==> config.mk <==
export PLATFORM = sky130hd
export DESIGN_NAME = myuart_apb_master
export DESIGN_NICKNAME = d
export VERILOG_FILES = /design/src/rtl/myuart_apb_master.sv
export SDC_FILE = /design/constraint.sdc
export NUM_CORES = 1
export LEC_CHECK = 0
export ABC_CLOCK_PERIOD_IN_PS = 8900
export CAP_MARGIN = 25
export CORE_UTILIZATION = 57
export DETAILED_ROUTE_END_ITERATION = 12
export PLACE_DENSITY = 0.85
export SLEW_MARGIN = 15
export SYNTH_ARGS = -nofsm -noshare
export SYNTH_HDL_FRONTEND = slang
export SYNTH_SLANG_ARGS = --single-unit
==> constraint.sdc <==
create_clock -name pclk -period 8.9 [get_ports pclk]
set_clock_uncertainty 0.1 [all_clocks]
set_input_delay 1.335 -clock pclk [delete_from_list [all_inputs] [get_ports pclk]]
set_output_delay 1.335 -clock pclk [all_outputs]
set_load 0.01 [all_outputs]
==> src/rtl/myuart_apb_master.sv <==
// ============================================================================
// Module      : myuart_apb_master
// Description : Command-FIFO driven APB master; holds off writes to 0x08 while
//               the responder reports TX busy. Optional ACCESS timeout is
//               enabled by defining MYUART_APB_TIMEOUT_EN.
// Revision    : 1.0 - initial release
// ============================================================================
`default_nettype none

module myuart_apb_master #(
    parameter int FIFO_DEPTH = 4,
    parameter int TIMEOUT    = 16
) (
    input  logic        pclk,
    input  logic        preset,
    input  logic        cmd_valid,
    output logic        cmd_ready,
    input  logic        cmd_write,
    input  logic [5:0]  cmd_addr,
    input  logic [31:0] cmd_wdata,
    output logic        rsp_valid,
    output logic [31:0] rsp_rdata,
    output logic        rsp_err,
    output logic        psel,
    output logic        penable,
    output logic        pwrite,
    output logic [5:0]  paddr,
    output logic [31:0] pwdata,
    input  logic [31:0] prdata,
    input  logic        pready,
    input  logic        interrupt
);

    localparam int             c_AW         = $clog2(FIFO_DEPTH);
    localparam logic [5:0]     c_BLOCK_ADDR = 6'h08;
    localparam logic [c_AW-1:0] c_PTR_ONE   = 1;
    localparam logic [c_AW:0]  c_CNT_ONE    = 1;
    localparam logic [c_AW:0]  c_CNT_FULL   = (c_AW+1)'(FIFO_DEPTH);

    typedef enum logic [1:0] {
        S_IDLE   = 2'd0,
        S_SETUP  = 2'd1,
        S_ACCESS = 2'd2
    } state_t;

    state_t r_state;
    state_t w_state_nxt;

    // Entry layout: {write, addr[5:0], wdata[31:0]}
    logic [38:0]     r_fifo [FIFO_DEPTH];
    logic [c_AW-1:0] r_wptr;
    logic [c_AW-1:0] r_rptr;
    logic [c_AW:0]   r_count;

    logic        w_empty;
    logic        w_full;
    logic        w_push;
    logic        w_pop;
    logic [38:0] w_head;
    logic        w_head_avail;
    logic        w_head_blocked;
    logic        w_can_issue;
    logic        w_done;
    logic        w_tmo_hit;

    assign w_empty   = (r_count == '0);
    assign w_full    = (r_count == c_CNT_FULL);
    assign cmd_ready = !w_full && !preset;
    assign w_push    = cmd_valid && cmd_ready;

    // An empty FIFO falls through so a fresh command can start on the next cycle.
    assign w_head         = w_empty ? {cmd_write, cmd_addr, cmd_wdata} : r_fifo[r_rptr];
    assign w_head_avail   = !w_empty || w_push;
    assign w_head_blocked = w_head[38] && (w_head[37:32] == c_BLOCK_ADDR) && interrupt;
    assign w_can_issue    = w_head_avail && !w_head_blocked;

    assign w_done  = (r_state == S_ACCESS) && (pready || w_tmo_hit);
    assign psel    = (r_state != S_IDLE);
    assign penable = (r_state == S_ACCESS);

    always_comb begin
        w_state_nxt = r_state;
        w_pop       = 1'b0;
        case (r_state)
            S_IDLE: begin
                if (w_can_issue) begin
                    w_state_nxt = S_SETUP;
                    w_pop       = 1'b1;
                end
            end
            S_SETUP: begin
                w_state_nxt = S_ACCESS;
            end
            S_ACCESS: begin
                if (w_done) begin
                    if (w_can_issue) begin
                        w_state_nxt = S_SETUP;
                        w_pop       = 1'b1;
                    end else begin
                        w_state_nxt = S_IDLE;
                    end
                end
            end
            default: begin
                w_state_nxt = S_IDLE;
            end
        endcase
    end

    always_ff @(posedge pclk) begin
        if (w_push) begin
            r_fifo[r_wptr] <= {cmd_write, cmd_addr, cmd_wdata};
        end
    end

    always_ff @(posedge pclk) begin
        if (preset) begin
            r_wptr  <= '0;
            r_rptr  <= '0;
            r_count <= '0;
        end else begin
            if (w_push) begin
                r_wptr <= r_wptr + c_PTR_ONE;
            end
            if (w_pop) begin
                r_rptr <= r_rptr + c_PTR_ONE;
            end
            case ({w_push, w_pop})
                2'b10:   r_count <= r_count + c_CNT_ONE;
                2'b01:   r_count <= r_count - c_CNT_ONE;
                default: r_count <= r_count;
            endcase
        end
    end

    always_ff @(posedge pclk) begin
        if (preset) begin
            r_state   <= S_IDLE;
            paddr     <= '0;
            pwrite    <= 1'b0;
            pwdata    <= '0;
            rsp_valid <= 1'b0;
            rsp_rdata <= '0;
        end else begin
            r_state   <= w_state_nxt;
            if (w_pop) begin
                pwrite <= w_head[38];
                paddr  <= w_head[37:32];
                pwdata <= w_head[31:0];
            end
            rsp_valid <= w_done;
            rsp_rdata <= (w_done && !pwrite && pready) ? prdata : '0;
        end
    end

`ifdef MYUART_APB_TIMEOUT_EN
    localparam int              c_TW      = $clog2(TIMEOUT + 1);
    localparam logic [c_TW-1:0] c_TMO_ONE = 1;
    localparam logic [c_TW-1:0] c_TMO_MAX = c_TW'(TIMEOUT - 1);

    logic [c_TW-1:0] r_tmo_cnt;

    // Fires on the last permitted ACCESS cycle when the responder is still stalling.
    assign w_tmo_hit = (r_state == S_ACCESS) && (r_tmo_cnt == c_TMO_MAX) && !pready;

    always_ff @(posedge pclk) begin
        if (preset) begin
            r_tmo_cnt <= '0;
            rsp_err   <= 1'b0;
        end else begin
            if (r_state == S_SETUP) begin
                r_tmo_cnt <= '0;
            end else if ((r_state == S_ACCESS) && !w_done) begin
                r_tmo_cnt <= r_tmo_cnt + c_TMO_ONE;
            end
            rsp_err <= w_done && w_tmo_hit;
        end
    end
`else
    assign w_tmo_hit = 1'b0;
    assign rsp_err   = 1'b0;
`endif

endmodule

`default_nettype wire

==> results.toml, run 1 <==
[status]
status = "complete, no violations"

[floorplanning]
core_mm2 = 0.0159
rows = 46
dieHeight_um = 130
initial_core_util_pct = 58.5
top_level_ports = 152
fp.dieW_um = 130
die_area_mm2 = 0.0169

[synth]
synthTopCellsByArea = "edfxtp_1, dfxtp_1, a221oi_2"
synth_edf_count = 156
synthDistinctLibCells = 45
synth.most_common_cell = "edfxtp_1"
syn_inst = 539
yosys.area.top_type = "edfxtp_1"
ys_seq_area_share_pct = 68.0
ys_ff_latch = 239
avgSynthCellArea_um2 = 17.3
ys_async_sr_fraction_pct = 0
syn_nets = 621
yosys_warnings = 0
synth_commonest_cells = "edfxtp_1, dfxtp_1, inv_1, a221oi_2, o22ai_1"
synth.top_cell.area_share_pct = 50.2
synth_area_mm2 = 0.00933
ys.flop_type = "edfxtp_1"

[critical_path]
path_class = "in -> reg"
cp_data_arrival_time_ns = 4.74
cp-start-kind = "primary input"
worstPathRequired_ns = 9.23
setup.worst_path.start = "preset"
critPathMaxFanout = 52
end_kind = "register"

[clocking]
cts_hold_buffers = 0
htreeDepth = 1
cts_inserted_buffers = 24
cts_sinks = 239
cts_root_buf = "clkbuf_16"
cts_buffer_depth = 3
cts_tree = "done"
path_clk_slew_ns = 0.06
cts_resized = 0
clock_latency_ns = 0.52
postCtsSetupBuffers = 0

[global_routing]
grt_pass1_wl_mm = 31.5
overflow = 0
antenna_found_initial = 0
grt_usage_pct = 25.4
grt_pass1_vias = 5715
grt_max_degree = 53

[drt]
drt_iter0_drc = 467
vias_per_cell = 5.93
routed_wl_mm = 20.7
route.detailed.drc = 0
firstDrtPassIters = 7
num_vias = 5471
wire_per_inst_um = 22.5
antenna_left = 0

[pwr]
p_leak_nw = 4.04
power_frac_comb_pct = 28.8
p_int_w = 0.00230
seqPwrFrac_pct = 42.3
switchingPower_w = 0.00100
power.share.switching_pct = 30.3
p_clk_share_pct = 29.0
peakVddDrop_uv = 159
cellPowerDensity_mw_per_mm2 = 283

[layout]
drive_gt1_share_pct = 18.1
nFillCells = 983
final_area_mm2 = 0.0117
insertedDiodeCount = 0
fin_nets = 770
syn2layout_area_growth_pct = 25.1

[timing]
fmax_mhz = 227
rsz0062_at_grt = "no"
period_share_pct = 49.6
setup_viol = 0
tightestPinTransition_ns = 0.939
totalNegativeSetupSlack_ns = 0
maxSlewHeadroom_pct = 37.4
finalHoldWorstSlack_ns = 0.361
hold_viol = 0
slew_violations = 0
setup_ws_ns = 4.49
timing.final.crit_period_ns = 4.41

[hold_path]
hp-class = "reg -> reg"
hold_start = "paddr[5]$_SDFFE_PP0P_"

[placed_design]
hpwlAfterDp_mm = 12.2
preCtsSetupSlack_ns = 4.11
place_area_mm2 = 0.0109
port_buffers = 150
gp_congestion = 0.774

[run]
drv_cap = 0
[kinds of logic after synthesis]
family | after synthesis | synth area share, %
fa+ha+maj | 6 | 0.885
compound gates | 94 | 9.97
flops | 239 | 68.0
mux | 40 | 10.3
other cells | 1 | 0.0402
simple gates | 71 | 4.52
xor+xnor | 3 | 0.282
buf+inv | 85 | 5.92
[final cells by class]
| type | count | area (µm²) | area share [%] |
|---|---|---|---|
| Sequential cell | 239 | 6350 | 54.4 |
| Clock buffer | 32 | 692 | 5.93 |
| Clock inverter | 12 | 73.8 | 0.633 |
| Tap cell | 216 | 270 | 2.32 |
| Inverter | 47 | 176 | 1.51 |
| Timing Repair Buffer | 161 | 1660 | 14.3 |
| Multi-Input combinational cell | 215 | 2450 | 21.0 |
[power by group through the flow]
stage | Combinational, W | Clock (W) | Sequential, W
2_1_floorplan | 0.000684 | 0 | 0.00141
3_3_place_gp | 0.000881 | 0 | 0.00143
3_5_place_dp | 0.000918 | 0 | 0.00143
4_1_cts | 0.000935 | 0.000974 | 0.00141
5_1_grt | 0.00102 | 0.00101 | 0.00141
6_report | 0.000950 | 0.000957 | 0.00140
[per-stage QoR]
stage / std cells / util, % / total power [W]
floorplan: 539 / - / 0.00209
global placement: 873 / 67.6 / 0.00231
global route: 922 / 73.2 / 0.00344
detailed placement: 877 / 68.3 / 0.00235
CTS: 921 / 73.1 / 0.00332
finish: 922 / 73.2 / 0.00330
[placed cells by master (no fill, tap or decap), drive strengths merged, types with 3 or more instances in the layout]
master         synthesis  routed
nor2                  15      15
clkdlybuf4s50          0     149
or3                    3       3
ha                     5       5
dfxtp                 83      83
clkbuf                24      32
a21oi                 10      10
clkinv                 0       9
o22ai                 36      36
edfxtp               156     156
a221oi                38      38
and3                  32      32
mux4                  40      40
and2                   4       4
inv                   47      49
or2                    3       3
buf                   12      12
o21ai                  4       4
[per-layer routing]
layer	up-vias	routed length [µm]	global-route usage [%]
met4	0	552	10.1
met2	269	10400	43.7
met1	2728	8050	31.6
met5	-	0	0
li1	2429	-	-
met3	45	1770	5.21
[registers in the layout (all words and copies together), names as in the netlist, named ones only]
name	cells
pwdata	32
r_fifo	156
pwrite	1
r_wptr	2
rsp_valid	1
r_rptr	2
paddr	6
r_state	2
r_count	3
rsp_rdata	32
[path summary, 6_finish.rpt]
kind	end	slack (ns)	cells past startpoint
worst max-delay path	r_count[2]$_SDFFE_PP0P_	4.49	13
worst min-delay path	paddr[5]$_SDFFE_PP0P_	0.36	2
worst max register to register	r_count[2]$_SDFFE_PP0P_	4.54	12
worst min register to register	paddr[5]$_SDFFE_PP0P_	0.36	2
[critical path, cell delays in order]
cell      delay (ns)
buf_2           0.10
buf_4           0.36
nand2b_1        0.28
a21oi_1         0.59
a21oi_1         0.30
or2_2           0.40
inv_2           0.07
ha_1            0.19
inv_1           0.08
fa_1            0.37
xor2_1          0.17
or3_1           0.32
a21oi_1         0.16
Power figures use the tool's default switching activity.
==> inputs of run 2 (changes only) <==
--- a/config.mk
+++ b/config.mk
@@ -5,11 +5,11 @@
 export SDC_FILE = /design/constraint.sdc
 export NUM_CORES = 1
 export LEC_CHECK = 0
-export ABC_CLOCK_PERIOD_IN_PS = 8900
+export ABC_CLOCK_PERIOD_IN_PS = 3700
 export CAP_MARGIN = 25
-export CORE_UTILIZATION = 57
+export CORE_UTILIZATION = 48
 export DETAILED_ROUTE_END_ITERATION = 12
-export PLACE_DENSITY = 0.85
+export PLACE_DENSITY = 0.77
 export SLEW_MARGIN = 15
 export SYNTH_ARGS = -nofsm -noshare
 export SYNTH_HDL_FRONTEND = slang
==> constraint.sdc (replaced) <==
create_clock -name pclk -period 3.7 [get_ports pclk]
set_clock_uncertainty 0.1 [all_clocks]
set_input_delay 0.555 -clock pclk [delete_from_list [all_inputs] [get_ports pclk]]
set_output_delay 0.555 -clock pclk [all_outputs]
set_load 0.01 [all_outputs]
==> results.toml, run 2 (synthesis gave the netlist of run 1 again) <==
[status]
status = "complete, no violations"

[layout]
top_regs = "r_fifo (156), pwdata (32), rsp_rdata (32)"
drive_gt1_share_pct = 19.3
final_common_cell = "edfxtp_1"
syn2layout_area_growth_pct = 27.4
insertedDiodeCount = 0
final_core_util_pct = 62.9
final_area_mm2 = 0.0119
largest_register_ff_count = 156
fin_nets = 778
layout_common_cells = "edfxtp_1, clkdlybuf4s50_1, dfxtp_1"
largest_register = "r_fifo"

[drt]
firstDrtPassIters = 4
route.detailed.drc = 0
routed_wl_mm = 20.5
vias_per_cell = 5.55
antenna_left = 0
wire_per_inst_um = 21.1
drt_iter0_drc = 381
num_vias = 5406

[floorplanning]
die_area_mm2 = 0.0200
dieHeight_um = 141
top_level_ports = 152
rows = 50
initial_core_util_pct = 49.4
core_mm2 = 0.0189
fp.dieW_um = 141

[clocking]
cts_resized = 0
cts_inserted_buffers = 25
cts_buffer_depth = 3
clock_latency_ns = 0.50
path_clk_slew_ns = 0.06
htreeDepth = 1
cts_hold_buffers = 0
cts_sinks = 239
postCtsSetupBuffers = 0
cts_root_buf = "clkbuf_16"
cts_tree = "done"

[timing]
slew_violations = 0
fmax_mhz = 288
setup_ws_ns = 0.228
tightestPinTransition_ns = 0.925
period_share_pct = 93.8
rsz0062_at_grt = "no"
timing.final.crit_period_ns = 3.47
totalNegativeSetupSlack_ns = 0
maxSlewHeadroom_pct = 38.4
hold_viol = 0
setup_viol = 0

[pwr]
power_frac_comb_pct = 27.6
p_leak_nw = 4.12
power.share.switching_pct = 28.5
p_int_w = 0.00600
p_clk_share_pct = 33.0
switchingPower_w = 0.00240
cellPowerDensity_mw_per_mm2 = 707
peakVddDrop_uv = 512
seqPwrFrac_pct = 39.5

[run]
drv_cap = 0

[critical_path]
path_class = "reg -> reg"
cp-start-kind = "register"
critPathMaxFanout = 9
worstPathRequired_ns = 4.03
end_kind = "register"
cp_data_arrival_time_ns = 3.80

[global_routing]
grt_pass1_vias = 5815
grt_pass1_wl_mm = 32.2
antenna_found_initial = 0
grt_usage_pct = 21.1
grt_max_degree = 52
overflow = 0

[placed_design]
hpwlAfterDp_mm = 12.5
port_buffers = 150
gp_congestion = 0.828
preCtsSetupSlack_ns = 0.241
place_area_mm2 = 0.0110

[hold_path]
hp-class = "reg -> reg"
==> run 2: worst paths after layout <==
path,endpoint,slack [ns],cells past startpoint,start
worst min-delay path,pwdata[28]$_SDFFE_PP0P_,0.36,2,pwdata[28]$_SDFFE_PP0P_
worst max register to register,r_count[2]$_SDFFE_PP0P_,0.23,11,register
worst max-delay path,r_count[2]$_SDFFE_PP0P_,0.23,11,register
worst min register to register,pwdata[28]$_SDFFE_PP0P_,0.36,2,pwdata[28]$_SDFFE_PP0P_
==> run 2: final cells by class <==
| class | count | area, µm² |
|---|---|---|
| Clock inverter | 20 | 302 |
| Multi-Input combinational cell | 215 | 2450 |
| Timing Repair Buffer | 168 | 1660 |
| Clock buffer | 25 | 626 |
| Inverter | 47 | 176 |
| Sequential cell | 239 | 6350 |
| Tap cell | 260 | 325 |
| Fill cell | 1346 | 7010 |
==> run 2: layer usage <==
layer / share of wire (%) / GRT usage [%] / up-vias
met5: 0 / 0 / -
met4: 1.9 / 6.56 / 0
met3: 5.9 / 3.85 / 30
met2: 51 / 37.5 / 201
met1: 41 / 26.1 / 2731
li1: - / - / 2444
==> run 2: power by group through the flow <==
stage	Combinational, W	Sequential, W	Clock [W]
detailed placement	0.00231	0.00337	0
global placement	0.00225	0.00335	0
CTS	0.00233	0.00332	0.00282
finish	0.00232	0.00331	0.00277
floorplan	0.00164	0.00339	0
global route	0.00249	0.00335	0.00291
==> run 2: per-stage QoR <==
step	hold WS [ns]	total power, W	cells
global placement	0.348	0.00561	929
CTS	0.361	0.00847	974
finish	0.361	0.00840	974
floorplan	0.353	0.00503	539
detailed placement	0.352	0.00568	929
global route	0.374	0.00874	974
==> run 2: critical path: stages (launching register included) <==
cell and delay, ns:
dfxtp_2 0.51, mux4_2 0.55, and3b_1 0.20, a311o_2 0.45, or2_2 0.31, inv_2 0.07
ha_1 0.17, inv_1 0.06, fa_1 0.37, xor2_1 0.16, or3_1 0.31, a21oi_1 0.14
==> inputs of run 3 (changes only) <==
--- a/config.mk
+++ b/config.mk
@@ -10,7 +10,7 @@
 export CORE_UTILIZATION = 48
 export DETAILED_ROUTE_END_ITERATION = 12
 export PLACE_DENSITY = 0.77
-export SLEW_MARGIN = 15
+export SLEW_MARGIN = 10
 export SYNTH_ARGS = -nofsm -noshare
 export SYNTH_HDL_FRONTEND = slang
 export SYNTH_SLANG_ARGS = --single-unit
==> results of run 3 <==
Final layout, timing and power as in run 2 (identical DEF).
